===== src/rtl/cnn_pkg.sv =====
// Shared types and defaults for the PE MAC sequencer.
package cnn_pkg;

    typedef enum logic [1:0] {
        ST_IDLE   = 2'd0,
        ST_FEED   = 2'd1,
        ST_DRAIN  = 2'd2,
        ST_OUTPUT = 2'd3
    } state_e;

    localparam int DEF_INPUT_WIDTH  = 8;
    localparam int DEF_OUTPUT_WIDTH = 16;
    localparam int DEF_ACC_WIDTH    = 20;
    localparam int DEF_MAX_TAPS     = 9;
    localparam int DEF_PE_LAT       = 1;

    // Bits needed to hold a tap count in 0..max_taps.
    function automatic int tap_w(input int max_taps);
        return $clog2(max_taps + 1);
    endfunction

endpackage


===== src/rtl/pe_valid_pipe.sv =====
// Delay line tracking which PE cycles carry a real operand pair.
module pe_valid_pipe #(
    parameter int DEPTH = 2
) (
    input  logic clk,
    input  logic rst,
    input  logic issue,
    output logic last,
    output logic any
);

    logic [DEPTH-1:0] vld_pipe_q, vld_pipe_d;

    // Shift the issue flag in at bit 0 every cycle.
    always_comb begin
        vld_pipe_d = (vld_pipe_q << 1) | DEPTH'(issue);
    end

    // Pipe register, cleared on reset.
    always_ff @(posedge clk) begin
        if (rst) vld_pipe_q <= '0;
        else     vld_pipe_q <= vld_pipe_d;
    end

    assign last = vld_pipe_q[DEPTH-1];
    assign any  = |vld_pipe_q;

endmodule


===== src/rtl/pe_mac_sequencer.sv =====
// Feeds one PE with a window of operand pairs and accumulates its products.
module pe_mac_sequencer
    import cnn_pkg::*;
#(
    parameter int INPUT_WIDTH  = DEF_INPUT_WIDTH,
    parameter int OUTPUT_WIDTH = DEF_OUTPUT_WIDTH,
    parameter int ACC_WIDTH    = DEF_ACC_WIDTH,
    parameter int MAX_TAPS     = DEF_MAX_TAPS,
    parameter int PE_LAT       = DEF_PE_LAT
) (
    input  logic                          clk,
    input  logic                          rst,
    input  logic                          start,
    input  logic [tap_w(MAX_TAPS)-1:0]    num_taps,
    output logic                          busy,
    input  logic                          in_valid,
    output logic                          in_ready,
    input  logic [INPUT_WIDTH-1:0]        in_ifm,
    input  logic [INPUT_WIDTH-1:0]        in_wgt,
    output logic [INPUT_WIDTH-1:0]        pe_ifm,
    output logic [INPUT_WIDTH-1:0]        pe_wgt,
    input  logic [OUTPUT_WIDTH-1:0]       pe_product,
    output logic                          out_valid,
    input  logic                          out_ready,
    output logic [ACC_WIDTH-1:0]          out_data
);

    localparam int              TW         = tap_w(MAX_TAPS);
    localparam logic [TW-1:0]   MAX_TAPS_C = TW'(MAX_TAPS);

    state_e                  state_q, state_d;
    logic [TW-1:0]           taps_q, taps_d, cnt_q, cnt_d, cnt_inc, taps_clamped;
    logic [ACC_WIDTH-1:0]    acc_q, acc_d, out_data_q, out_data_d;
    logic [INPUT_WIDTH-1:0]  pe_ifm_q, pe_ifm_d, pe_wgt_q, pe_wgt_d;
    logic                    in_fire, out_fire, pipe_last, pipe_any;

    assign in_fire      = in_valid & in_ready;
    assign out_fire     = out_valid & out_ready;
    assign cnt_inc      = cnt_q + TW'(1);
    assign taps_clamped = (num_taps > MAX_TAPS_C) ? MAX_TAPS_C : num_taps;

    // Marks PE cycles holding real pairs; the last stage lines up with pe_product.
    pe_valid_pipe #(.DEPTH(PE_LAT + 1)) u_vld_pipe (
        .clk   (clk),
        .rst   (rst),
        .issue (in_fire),
        .last  (pipe_last),
        .any   (pipe_any)
    );

    // State register.
    always_ff @(posedge clk) begin
        if (rst) state_q <= ST_IDLE;
        else     state_q <= state_d;
    end

    // Next-state logic.
    always_comb begin
        state_d = state_q;
        case (state_q)
            ST_IDLE:   if (start) state_d = (taps_clamped == '0) ? ST_OUTPUT : ST_FEED;
            ST_FEED:   if (in_fire && cnt_inc == taps_q) state_d = ST_DRAIN;
            ST_DRAIN:  if (!pipe_any) state_d = ST_OUTPUT;
            ST_OUTPUT: if (out_ready) state_d = ST_IDLE;
            default:   state_d = ST_IDLE;
        endcase
    end

    // Handshake and status outputs decoded from state.
    always_comb begin
        busy      = (state_q != ST_IDLE);
        in_ready  = (state_q == ST_FEED);
        out_valid = (state_q == ST_OUTPUT);
    end

    // Datapath: operand issue, tap count, accumulation and result capture.
    always_comb begin
        taps_d     = taps_q;
        cnt_d      = cnt_q;
        acc_d      = acc_q;
        out_data_d = out_data_q;
        pe_ifm_d   = '0;
        pe_wgt_d   = '0;
        if (pipe_last) acc_d = acc_q + ACC_WIDTH'(pe_product);
        if (state_q == ST_IDLE && start) begin
            taps_d = taps_clamped;
            cnt_d  = '0;
            acc_d  = '0;
            if (taps_clamped == '0) out_data_d = '0;
        end
        if (in_fire) begin
            pe_ifm_d = in_ifm;
            pe_wgt_d = in_wgt;
            cnt_d    = cnt_inc;
        end
        // Pipe empty in DRAIN means the final product is already in acc_q.
        if (state_q == ST_DRAIN && !pipe_any) out_data_d = acc_q;
        if (out_fire) acc_d = '0;
    end

    // Datapath registers.
    always_ff @(posedge clk) begin
        if (rst) begin
            taps_q     <= '0;
            cnt_q      <= '0;
            acc_q      <= '0;
            out_data_q <= '0;
            pe_ifm_q   <= '0;
            pe_wgt_q   <= '0;
        end else begin
            taps_q     <= taps_d;
            cnt_q      <= cnt_d;
            acc_q      <= acc_d;
            out_data_q <= out_data_d;
            pe_ifm_q   <= pe_ifm_d;
            pe_wgt_q   <= pe_wgt_d;
        end
    end

    assign pe_ifm   = pe_ifm_q;
    assign pe_wgt   = pe_wgt_q;
    assign out_data = out_data_q;

endmodule


===== config.mk =====
export PLATFORM = sky130hd
export DESIGN_NAME = pe_mac_sequencer
export DESIGN_NICKNAME = d
export VERILOG_FILES = /design/src/rtl/cnn_pkg.sv /design/src/rtl/pe_valid_pipe.sv /design/src/rtl/pe_mac_sequencer.sv
export SDC_FILE = /design/constraint.sdc
export NUM_CORES = 1
export LEC_CHECK = 0
export CAP_MARGIN = 20
export CELL_PAD_IN_SITES_DETAIL_PLACEMENT = 0
export CELL_PAD_IN_SITES_GLOBAL_PLACEMENT = 2
export CORE_ASPECT_RATIO = 1.75
export CORE_MARGIN = 5
export CORE_UTILIZATION = 30
export CTS_BUF_LIST = sky130_fd_sc_hd__clkbuf_2 sky130_fd_sc_hd__clkbuf_4 sky130_fd_sc_hd__clkbuf_8
export CTS_CLUSTER_SIZE = 14
export DETAILED_ROUTE_END_ITERATION = 12
export PLACE_DENSITY = 0.93
export SETUP_SLACK_MARGIN = 0.5
export SYNTH_ARGS = -nofsm -noshare
export SYNTH_HDL_FRONTEND = slang
export SYNTH_SLANG_ARGS = --single-unit

===== constraint.sdc =====
create_clock -name clk -period 2.6 [get_ports clk]
set_clock_uncertainty 0.15 [all_clocks]
set_input_delay 0.39 -clock clk [delete_from_list [all_inputs] [get_ports clk]]
set_output_delay 0.39 -clock clk [all_outputs]
set_load 0.02 [all_outputs]

==> metrics.md <==
| Metric | Value |
|---|---|
| P&R area growth vs syn | `54.97%` |
| Num Clock Sinks | `68` |
| Hold Path End | `taps_q[1]` |
| Initial antenna violation count | `0` |
| R2R depth | `8` |
| Port-buffer cells | `between 70 and 80` |
| Status | `finished clean` |
| Critical-path top delay cell | `dfxtp_2` |
| Yosys top cell area share | `0.4224` |
| Die Width | `between 80 and 90 um` |
| Diodes inserted | `0` |
| Relative slew slack | `0.6163` |
| I/O Pins | `80` |
| Crit Path Class | `reg -> reg` |
| Initial DRC count | `140` |
| Compound-Gate Fraction of Synth Area | `0.2143` |
| Reg2reg end | `acc_q[10]` |
| Die area | `between 10,000 and 15,000 um^2` |
| Critical-path cell list | `ha_4 -> fa_2 -> a211o_1 -> a21oi_4 -> o21ai_2 -> a311oi_1 -> nor3_1 -> a31o_1` |
| Crit path launch type | `register` |
| WHS Path Cells | `2` |
| All-Layer GR Usage | `0.1521` |
| Post-synthesis mux area share | `0.02484` |
| Clk root buf | `clkbuf_8` |
| Largest area contributor in the synthesized netlist | `dfxtp_1` |
| Slew of the pin with the lowest slew margin | `around 570 ps` |
| WP buf/inv | `0` |
| Drt wl/cell | `~16 um` |
| DR DRC count | `0` |
| Antenna Nets Post-Route | `0` |
| Max clock buf depth | `2` |
| Warning count from the yosys run | `0` |
| Total design power | `roughly 3.0 mW` |
| Largest net degree at the start of global routing | `33` |
| Seq/Total Area, Yosys | `0.4224` |
| Filler cells | `roughly 1.0k` |
| DR vias/cell | `between 5 and 6` |
| Clock slew at reported path FFs | `roughly 80 ps` |
| Crit path max fanout | `4` |
| Grt met1 use | `0.1573` |
| Gr busiest metal | `met2` |
| Simple-gate share of the synthesized area | `0.1782` |
| Max Cap Viol | `0` |
| Slew Limit Fails | `0` |
| Clock period minus worst slack | `2252 ps` |
| Num CTS Buffers | `9` |
| Post-synth ARST share | `0` |
| Final setup vio count | `0` |
| GRT met3 Usage | `0.02806` |
| Crit end category | `register` |
| Vias in the first global route | `about 3k` |
| Height of the die | `around 150 um` |
| Family with the most delay on the worst path | `compound AO/OA/AOI/OAI gates` |
| Final HPWL from detailed placement | `7158 um` |
| Hold_sp | `taps_q[1]` |
| Required @ worst endpoint | `~2700 ps` |
| Post-synthesis xor/xnor area fraction | `0.04620` |
| Synth Net Count | `between 400 and 500` |
| First-pass GRT wire length | `15,290 um` |
| Register area | `roughly 1400 um^2` |
| Core area | `10,640 um^2` |
| DRT Wirelength | `approximately 10000 um` |
| Worst skew pair latency | `350 ps` |
| Gpl congestion | `roughly 0.83` |
| Flop2flop setup slack | `350 ps` |
| Cts hold-fix bufs | `0` |
| Synth Register Bits | `68` |
| Commonest cells post-synth | `dfxtp_1, nor2_1, a21oi_1, ha_1, a22oi_1` |
| Mapped Area | `~3200 um^2` |
| CTS tree | `yes` |
| R2r startpoint | `acc_q[0]` |
| Pre-Repair DR Iteration Count | `4` |
| Fin. Hold Viols | `0` |
| Pleak | `1.978 nW` |
| Multi-input combinational cell area | `around 2100 um^2` |
| F_max | `444.0 MHz` |
| Min-delay worst type | `reg -> reg` |
| Pwr per Cell Area | `606.3 nW/um^2` |
| Mean post-synth cell area | `about 9.2 um^2` |
| Worst VDD drop | `approximately 520 uV` |
| Util after Layout | `0.4696` |
| Grt ovf | `0` |
| Min Hold Slack | `about 310 ps` |
| Synth cell types | `53` |
| Fraction of the cycle the final worst path needs | `0.8663` |
| Synth top area cells | `dfxtp_1, ha_1, a22oi_1` |
| Htree depth | `3` |
| Most common cell in the netlist | `dfxtp_1` |
| Largest family of logic cells by synthesized area | `compound AO/OA/AOI/OAI gates` |
| Vias | `about 3.0k` |
| Initial core utilization | `0.3031` |
| Synthesized instance count | `349` |
| Post-Synth Adder-Cell Area | `0.09161` |
| Arr. time, crit path | `between 2000 and 2500 ps` |
| # rows | `50` |
| Post-synth EDFFs | `0` |
| Share of cells above drive strength 1 | `0.2367` |
| Slowest stage delay, CP | `around 340 ps` |
| Nets | `528` |
| Main synth FF type | `dfxtp_1` |
| RSZ-0062 raised after global routing | `yes` |
| Global Route met2 Usage | `0.2792` |
how the worst max path moves through the flow:
| stage | from | end | slack (ps) | depth (start not counted) |
|---|---|---|---|---|
| detailed placement | pe_product[0] | acc_q[12] | -220 | 9 |
| finish | acc_q[0] | acc_q[10] | 350 | 8 |
| CTS | acc_q[0] | acc_q[12] | 320 | 8 |
| global placement | pe_product[0] | acc_q[12] | -180 | 9 |
| floorplan | pe_product[0] | acc_q[12] | 420 | 8 |
| global route | acc_q[0] | acc_q[10] | 270 | 8 |
layout by cell type, fill, tap and decap left out, types with 4 or more instances in the layout:
master	instances
clkdlybuf4s50_1	60
nand2_1	15
dfxtp_1	57
nand3_1	9
a21oi_1	21
nor3_1	5
mux2i_1	8
clkbuf_8	11
ha_4	16
o21ai_0	4
inv_1	4
buf_4	40
ha_1	6
a21o_1	9
a22oi_1	20
nor2b_1	4
dfxtp_4	5
and2_1	19
a211oi_1	5
xor2_1	8
dlygate4sd2_1	16
o21ai_1	12
nor2_1	37
or3_1	5
dfxtp_2	6
xnor2_1	8
report_power, final:
part           total, mW  internal (mW)  switching [mW]
clock               1.02          0.616           0.401
combinational      0.867          0.361           0.506
sequential          1.14           1.10          0.0458
total               3.03           2.07           0.954
cells by family (layout without fill, tap and decap cells):
| logic type | Yosys count | count (layout) |
|---|---|---|
| compound gates | 101 | 101 |
| flops | 68 | 68 |
| mux | 8 | 8 |
| simple gates | 113 | 113 |
| fa+ha+maj | 23 | 23 |
| xor+xnor | 17 | 17 |
| buf+inv | 19 | 139 |
registers in the layout (all words and copies together) (netlist names):
register / cells
cnt_q: 4
acc_q: 20
taps_q: 4
out_data: 20
u_vld_pipe.vld_pipe_q: 2
pe_wgt: 8
state_q: 2
pe_ifm: 8
layer usage:
metal  vias up  part of all wire
met5         -                 0
met2        84              0.55
met3        30             0.045
met4         0             0.041
met1      1446              0.36
li1       1485                 -
timing repair:
action                                  CTS  global route
endpoints found under the setup margin   32            16
resized for setup                        48            24
buffers inserted                          4             6
pin swaps                                24            24
through the flow:
step | setup slack (ps) | setup TNS (ps) | std cells | cell area (um^2)
2_1_floorplan | 416.6 | 0 | 349 | 3263
3_3_place_gp | -182.4 | -932.7 | 573 | 4389
3_5_place_dp | -219.4 | -1252 | 573 | 4389
4_1_cts | 323.6 | 0 | 593 | 4851
5_1_grt | 265.6 | 0 | 599 | 4995
6_report | 347.6 | 0 | 599 | 4995
worst min-delay path, cell delays in order, from the launching register on:
cell,delay (ps)
dfxtp_1,320
nand2_1,50
a21oi_1,50
cell type report:
type                       count  area share
inverter                       4    0.003006
clock inverter                 3     0.01378
timing repair buffer         119      0.2159
sequential                    68      0.2778
tap                          130     0.03257
clock buffer                  13     0.03332
multi-input combinational    262      0.4236
Power figures use the tool's default switching activity.
